**config.mk**
```make
export PLATFORM = sky130hd
export DESIGN_NAME = async_fifo_wr_ctrl
export DESIGN_NICKNAME = d
export VERILOG_FILES = /design/src/rtl/async_fifo_wr_ctrl.sv
export SDC_FILE = /design/constraint.sdc
export NUM_CORES = 1
export LEC_CHECK = 0
export CORE_MARGIN = 3
export CORE_UTILIZATION = 45
export CTS_BUF_LIST = sky130_fd_sc_hd__clkbuf_8
export DETAILED_ROUTE_END_ITERATION = 8
export HOLD_SLACK_MARGIN = 0.06
export PLACE_DENSITY = 0.88
export SLEW_MARGIN = 20
export SYNTH_ARGS = -nofsm -noshare
export SYNTH_HDL_FRONTEND = slang
export SYNTH_SLANG_ARGS = --single-unit
```
**constraint.sdc**
```tcl
create_clock -name wr_clk -period 5.4 [get_ports wr_clk]
set_input_delay 0.81 -clock wr_clk [delete_from_list [all_inputs] [get_ports wr_clk]]
set_output_delay 0.81 -clock wr_clk [all_outputs]
set_load 0.02 [all_outputs]
```
**src/rtl/async_fifo_wr_ctrl.sv**
```systemverilog
// Write-side controller for the asynchronous FIFO: producer handshake, RAM write port,
// Gray write pointer export, read-pointer synchroniser, full / almost-full / fill level.
module async_fifo_wr_ctrl #(
    parameter int unsigned DW           = 16,
    parameter int unsigned AW           = 3,
    parameter int unsigned AFULL_THRESH = 6,
    parameter int unsigned STALL_CW     = 8
) (
    input  logic                wr_clk,
    input  logic                clr,
    input  logic                in_valid,
    input  logic [DW-1:0]       in_data,
    output logic                in_ready,
    input  logic [AW:0]         rd_ptr_gray,
    output logic                mem_we,
    output logic [AW-1:0]       mem_wr_addr,
    output logic [DW-1:0]       mem_data,
    output logic [AW:0]         wr_ptr_gray,
    output logic                full,
    output logic                almost_full,
    output logic [AW:0]         fill_level,
    output logic [STALL_CW-1:0] stall_cnt,
    input  logic                stall_clr
);

    localparam logic [AW:0] AFULL_LVL = (AW+1)'(AFULL_THRESH);

    logic [AW:0]         wr_bin_q, wr_bin_d;
    logic [AW:0]         wr_gray_q, wr_gray_d;
    logic [AW:0]         rq1_q, rq2_q;
    logic [STALL_CW-1:0] stall_q, stall_d;
    logic [AW:0]         rd_bin_s;
    logic [AW:0]         full_gray;
    logic                full_s;
    logic                accept;

    // Full when the write pointer is one lap ahead: top two Gray bits inverted, rest equal.
    always_comb begin
        full_gray = {~rq2_q[AW:AW-1], rq2_q[AW-2:0]};
        full_s    = (wr_gray_q == full_gray);
        accept    = in_valid & ~full_s;
    end

    always_comb begin
        logic [AW:0] b;
        b     = '0;
        b[AW] = rq2_q[AW];
        for (int unsigned i = AW; i > 0; i--) begin
            b[i-1] = b[i] ^ rq2_q[i-1];
        end
        rd_bin_s = b;
    end

    always_comb begin
        wr_bin_d  = accept ? wr_bin_q + 1'b1 : wr_bin_q;
        wr_gray_d = wr_bin_d ^ (wr_bin_d >> 1);
    end

    // Clear wins over increment; the counter sticks at all-ones instead of wrapping.
    always_comb begin
        stall_d = stall_q;
        if (stall_clr) begin
            stall_d = '0;
        end else if (in_valid && full_s && (stall_q != '1)) begin
            stall_d = stall_q + 1'b1;
        end
    end

    always_ff @(posedge wr_clk or posedge clr) begin
        if (clr) begin
            wr_bin_q  <= '0;
            wr_gray_q <= '0;
            rq1_q     <= '0;
            rq2_q     <= '0;
            stall_q   <= '0;
        end else begin
            wr_bin_q  <= wr_bin_d;
            wr_gray_q <= wr_gray_d;
            rq1_q     <= rd_ptr_gray;
            rq2_q     <= rq1_q;
            stall_q   <= stall_d;
        end
    end

    assign in_ready    = ~full_s;
    assign full        = full_s;
    assign mem_we      = in_valid & ~full_s & ~clr;
    assign mem_wr_addr = wr_bin_q[AW-1:0];
    assign mem_data    = in_data;
    assign wr_ptr_gray = wr_gray_q;
    assign fill_level  = wr_bin_q - rd_bin_s;
    assign almost_full = (fill_level >= AFULL_LVL);
    assign stall_cnt   = stall_q;

endmodule

```
-- After elaboration in Yosys (flattened, before gate mapping)
Cells that the tools add are included.
- register bits: 24
- bits of input ports: 24
- output and inout port bits: 39
- logic and storage cells: 26
- $add $sub $neg: 3
- $lt $le $gt $ge: 1
- eq/ne operators: 2
- mux-type cells: 3
- bitwise gates (word level): 9
- reductions and logical operators: 3
- operators with widths (kind ; count):
    $mux 8 ; 2
    $add 8x1->8 const B ; 1
    $ne 8x8->1 const B ; 1
    $add 4x1->4 const B ; 1
    $eq 4x4->1 ; 1
    $ge 4x3->1 const B ; 1
    $mux 4 ; 1
    $sub 4x4->4 ; 1
    $xor 4x3->4 ; 1
    $xor 1x1->1 ; 3
    $and 1x1->1 ; 2
    $logic_and 1x1->1 ; 2
    $not 1->1 ; 2
    $not 2->2 ; 1
    $reduce_bool 2->1 ; 1

-- Depth between registers and ports, before layout
- depth after elaboration: 6
- depth in mapped cells: 9

-- Worst setup path before layout
OpenSTA, ideal clock, no wires.
- path kind: flip-flop to output port
- start point: register rq2_q[3]
- end point: output almost_full
- data arrival time: 2.422 ns
- data required time: 4.590 ns
- setup slack: 2.168 ns
- stages on the path, launching flop included: 10
- cells stage by stage: dfrtp_1 > xnor2_1 > xor2_1 > xnor2_1 > ha_1 > inv_1 > fa_1 > xor2_1 > nand2_1 > o21ai_0
- longest elaborated chain between the ends: 5
- ends and longest elaborated chain (item ; line ; source):
    start, declared ; 30 ; logic [AW:0] rq1_q, rq2_q;
    start signal, assigned ; 80 ; rq2_q <= rq1_q;
    $xor 1x1->1 (*) ; 49 ; b[i-1] = b[i] ^ rq2_q[i-1];
    $xor 1x1->1 (2 in a row) ; 49 ;
    $sub 4x4->4 (*) ; 91 ; assign fill_level = wr_bin_q - rd_bin_s;
    via fill_level[2] ; 21 ; output logic [AW:0] fill_level,
    $ge 4x3->1 (*) ; 92 ; assign almost_full = (fill_level >= AFULL_LVL);
    end, declared ; 20 ; output logic almost_full,
The timed path passes the listed nets; every way through them passes the cells marked *.

-- Final worst setup path
- start point: register rq2_q[3]
- end point: output almost_full
- longest elaborated chain between the ends: 5
- ends and longest elaborated chain (item ; line):
    $xor 1x1->1 (3 in a row) ; 49
    $sub 4x4->4 (*) ; 91
    $ge 4x3->1 (*) ; 92
Every way passes the cells marked *; elsewhere a longest branch is shown, timed or not.

==> metrics.md <==
| Metric | Value |
|---|---|
| Number of search-and-repair iterations in the first detailed-routing pass | `4` |
| Smallest setup slack after layout | `1.55 ns` |
| PwrDens | `519 mW/mm2` |
| Headroom to the max-slew limit | `about 45%` |
| Remaining global-route overflow | `0` |
| Worst Setup Start Kind | `register` |
| Hold/Removal Path Class | `register to register` |
| Area used by multi-input combinational logic | `591 um2` |
| Wire length of the first global-routing pass | `between 4000 and 5000 um` |
| Clock transition at the registers of the reported paths | `0.08 ns` |
| Library cell used as clock root buffer | `sky130_fd_sc_hd__clkbuf_8` |
| Static Leak | `0.689 nW` |
| Measured slew at the worst slew-check pin | `~0.8 ns` |
| Final Max Slew Viols | `0` |
| DRC viols | `0` |
| Minimum clock period | `3.85 ns` |
| Count of buffers inserted at the top-level ports | `30` |
| Weighted congestion at the end of routability-driven global placement | `0.872` |
| Final core utilization | `56.6%` |
| Fraction of synthesized cell area taken by the top area cell type | `43.0%` |
| Post-Syn Nets | `160` |
| Area added between synthesis and finish | `18.8%` |
| Tcrit/Tclk final | `71.4%` |
| Leading cell type by number of instances after synthesis | `sky130_fd_sc_hd__dfrtp_1` |
| Top cell types by occurrence after synthesis | `23 x sky130_fd_sc_hd__dfrtp_1, 16 x sky130_fd_sc_hd__buf_4, 10 x sky130_fd_sc_hd__inv_1` |
| Flops & latches, synth | `23` |
| Detailed-placement wirelength estimate | `~2000 um` |
| Initial detailed-routing violation count | `57` |
| Final wirelength | `2800 um` |
| Highest clock rate | `259 MHz` |
| Antenna diode instance count | `0` |
| Layout filler cell count | `229` |
| Sequential standard cell area | `roughly 580 um2` |
| Pre-CTS setup slack | `~1.8 ns` |
| Number of ports placed on the die boundary | `63` |
| Combined area of all synthesized cells | `0.00134 mm2` |
| Final sum of negative setup slack | `0 ns` |
| Mean Syn Cell Area | `10.3 um2` |
| Required time of the critical path | `4.59 ns` |
| Starting utilization of the core area | `47.7%` |
| CTS buffer count | `3` |
| Average via count per standard cell | `5.67` |
| Buffers from clock root to sink, at most | `2` |
| Worst Reg2Reg Path Length in Cells | `4` |
| Number of global-route vias before repair | `900` |
| Post-cts hold buffer count | `0` |
| Crit Path Class | `register to output port` |
| Vert. Die Dim | `60.5 um` |
| Fraction of the yosys area taken by sequential cells | `43.0%` |
| Maximum clock skew at final layout | `0.00313 ns` |
| Placed Cells incl. Taps | `172` |
| Post-CTS resize count | `0` |
| Clock net sink count | `23` |
| Worst vdd rail ir drop | `between 0.0002 and 0.0003 V` |
| Ys Warns | `0` |
| Status | `complete, no violations` |
| Clock latency at the later pin of the worst-skew pair | `0.27 ns` |
| Proportion of layout cells with a drive suffix above 1 | `6.21%` |
| Depth of the worst hold-timing path | `0` |
| Number of maximum-capacitance violations | `0` |
| Main flop type after synthesis | `sky130_fd_sc_hd__dfrtp_1` |
| Antenna Nets Post-Route | `0` |
| Number of standard cells after synthesis | `130` |
| Pin count of the biggest net entering global routing | `24` |
| Total core area | `around 0.0028 mm2` |
| Number of synthesized flops with an enable pin | `0` |
| Setup repair after global routing missed its margin | `no` |
| Cell taking the most area after synthesis | `sky130_fd_sc_hd__dfrtp_1` |
| Mean routed wirelength per cell | `about 16 um` |
| GRT Overall Usage | `16.6%` |
| Fin. Hold Viols | `0` |
| Number of vias in the routed layout | `998` |
| Leading post-synthesis cells by cell area | `sky130_fd_sc_hd__dfrtp_1 43%, sky130_fd_sc_hd__buf_4 9.0%, sky130_fd_sc_hd__xnor2_1 5.2%` |
| Ys async rst share | `100%` |
| Yosys cell types | `33` |
| Number of core rows | `19` |
| TritonCTS clock tree | `done` |
| Width of the die | `60.5 um` |
| Finished Layout Cells | `176` |
| H-tree depth reported by CTS | `1` |
| Critical path endpoint category | `output port` |
| Die area | `0.00366 mm2` |
| Post-CTS setup buffer count | `0` |
| Critical-path maximum fanout | `3` |
| NumNets Final | `176` |
| Number of endpoints failing setup at the final stage | `0` |
| Antenna violations before repair | `0` |
| Arrival time at the worst endpoint | `3.04 ns` |
==> kinds of logic after synthesis <==
| kind of cell | synth area share (%) |
|---|---|
| mux | 3.93 |
| flops | 43.0 |
| xor+xnor | 10.4 |
| compound gates | 10.3 |
| buf+inv | 12.8 |
| simple gates | 13.4 |
| fa+ha+maj | 6.17 |
==> registers in the layout (all words and copies together), names as in the netlist <==
signal       flops
wr_ptr_gray      3
rq1_q            4
wr_bin_q         4
rq2_q            4
stall_cnt        8
==> area by class of cell <==
class | instances | share of cell area (%)
Tap cell | 31 | 2.44
Timing Repair Buffer | 30 | 18.9
Multi-Input combinational cell | 78 | 37.2
Clock inverter | 1 | 0.315
Clock buffer | 3 | 2.60
Sequential cell | 23 | 36.2
Inverter | 10 | 2.36
==> through the flow <==
step	total power, mW	hold slack, ns	instance area (um2)
after global routing	0.881	0.373	1590
after CTS	0.831	0.365	1590
after detailed placement	0.723	0.346	1540
after global placement	0.705	0.336	1540
final	0.825	0.361	1590
after floorplan	0.552	0.331	1340
==> critical path, cell delays in order, from the launching register on <==
cell and delay, ns:
sky130_fd_sc_hd__dfrtp_1 0.42, sky130_fd_sc_hd__xnor2_1 0.24, sky130_fd_sc_hd__xor2_1 0.35, sky130_fd_sc_hd__xnor2_1 0.19, sky130_fd_sc_hd__ha_1 0.21, sky130_fd_sc_hd__inv_1 0.06
sky130_fd_sc_hd__fa_1 0.37, sky130_fd_sc_hd__xor2_1 0.19, sky130_fd_sc_hd__nand2_1 0.07, sky130_fd_sc_hd__o21ai_0 0.06, sky130_fd_sc_hd__clkdlybuf4s50_1 0.62
==> routing by layer <==
layer,up-vias,routed length [um],global-route usage [%]
met3,17,157,3.19
met1,482,1210,21.5
met5,-,0,0
li1,466,-,-
met2,33,1320,24.5
met4,0,109,12.4
==> final timing paths <==
| kind | end | slack, ns | from |
|---|---|---|---|
| setup reg to reg | stall_cnt[4] | 3.40 | wr_bin_q[3] |
| setup / recovery | almost_full | 1.55 | rq2_q[3] |
| min in group asynchronous | wr_bin_q[1] | 1.05 | clr |
| hold / removal | rq2_q[0] | 0.36 | rq1_q[0] |
| hold reg to reg | rq2_q[0] | 0.36 | rq1_q[0] |
| max in group asynchronous | rq1_q[1] | 3.84 | clr |
==> power breakdown <==
part           internal [mW]  switching, mW
Sequential             0.206         0.0517
Combinational          0.222          0.240
Clock                 0.0515         0.0544
==> layout by cell type, fill, tap and decap left out <==
cell type / synthesis / final
sky130_fd_sc_hd__clkdlybuf4s50_1: 0 / 30
sky130_fd_sc_hd__dfrtp_1: 23 / 23
sky130_fd_sc_hd__inv_1: 10 / 10
sky130_fd_sc_hd__xnor2_1: 8 / 8
sky130_fd_sc_hd__nand2_1: 7 / 7
sky130_fd_sc_hd__xor2_1: 6 / 6
sky130_fd_sc_hd__a21oi_1: 5 / 5
sky130_fd_sc_hd__nor2_1: 5 / 5
sky130_fd_sc_hd__ha_1: 5 / 5
sky130_fd_sc_hd__o21ai_0: 4 / 4
sky130_fd_sc_hd__nand3_1: 4 / 4
sky130_fd_sc_hd__mux2i_1: 3 / 3
sky130_fd_sc_hd__and3_1: 3 / 3
sky130_fd_sc_hd__o31ai_1: 3 / 3
sky130_fd_sc_hd__or4_1: 3 / 3
sky130_fd_sc_hd__clkbuf_8: 0 / 3
sky130_fd_sc_hd__and4_1: 2 / 2
sky130_fd_sc_hd__a41o_1: 2 / 2
sky130_fd_sc_hd__nor2b_1: 2 / 2
sky130_fd_sc_hd__mux2_2: 2 / 2
sky130_fd_sc_hd__nand4_1: 2 / 2
sky130_fd_sc_hd__o41ai_1: 2 / 2
sky130_fd_sc_hd__xor2_2: 1 / 1
sky130_fd_sc_hd__nand4_2: 1 / 1
sky130_fd_sc_hd__or3_1: 1 / 1
sky130_fd_sc_hd__a41oi_1: 1 / 1
sky130_fd_sc_hd__o22ai_1: 1 / 1
sky130_fd_sc_hd__or2_2: 1 / 1
sky130_fd_sc_hd__o311ai_1: 1 / 1
sky130_fd_sc_hd__nor3_1: 1 / 1
sky130_fd_sc_hd__o311ai_0: 1 / 1
sky130_fd_sc_hd__fa_1: 1 / 1
sky130_fd_sc_hd__clkinv_2: 0 / 1
No activity file was read; power rests on OpenSTA's default activity.
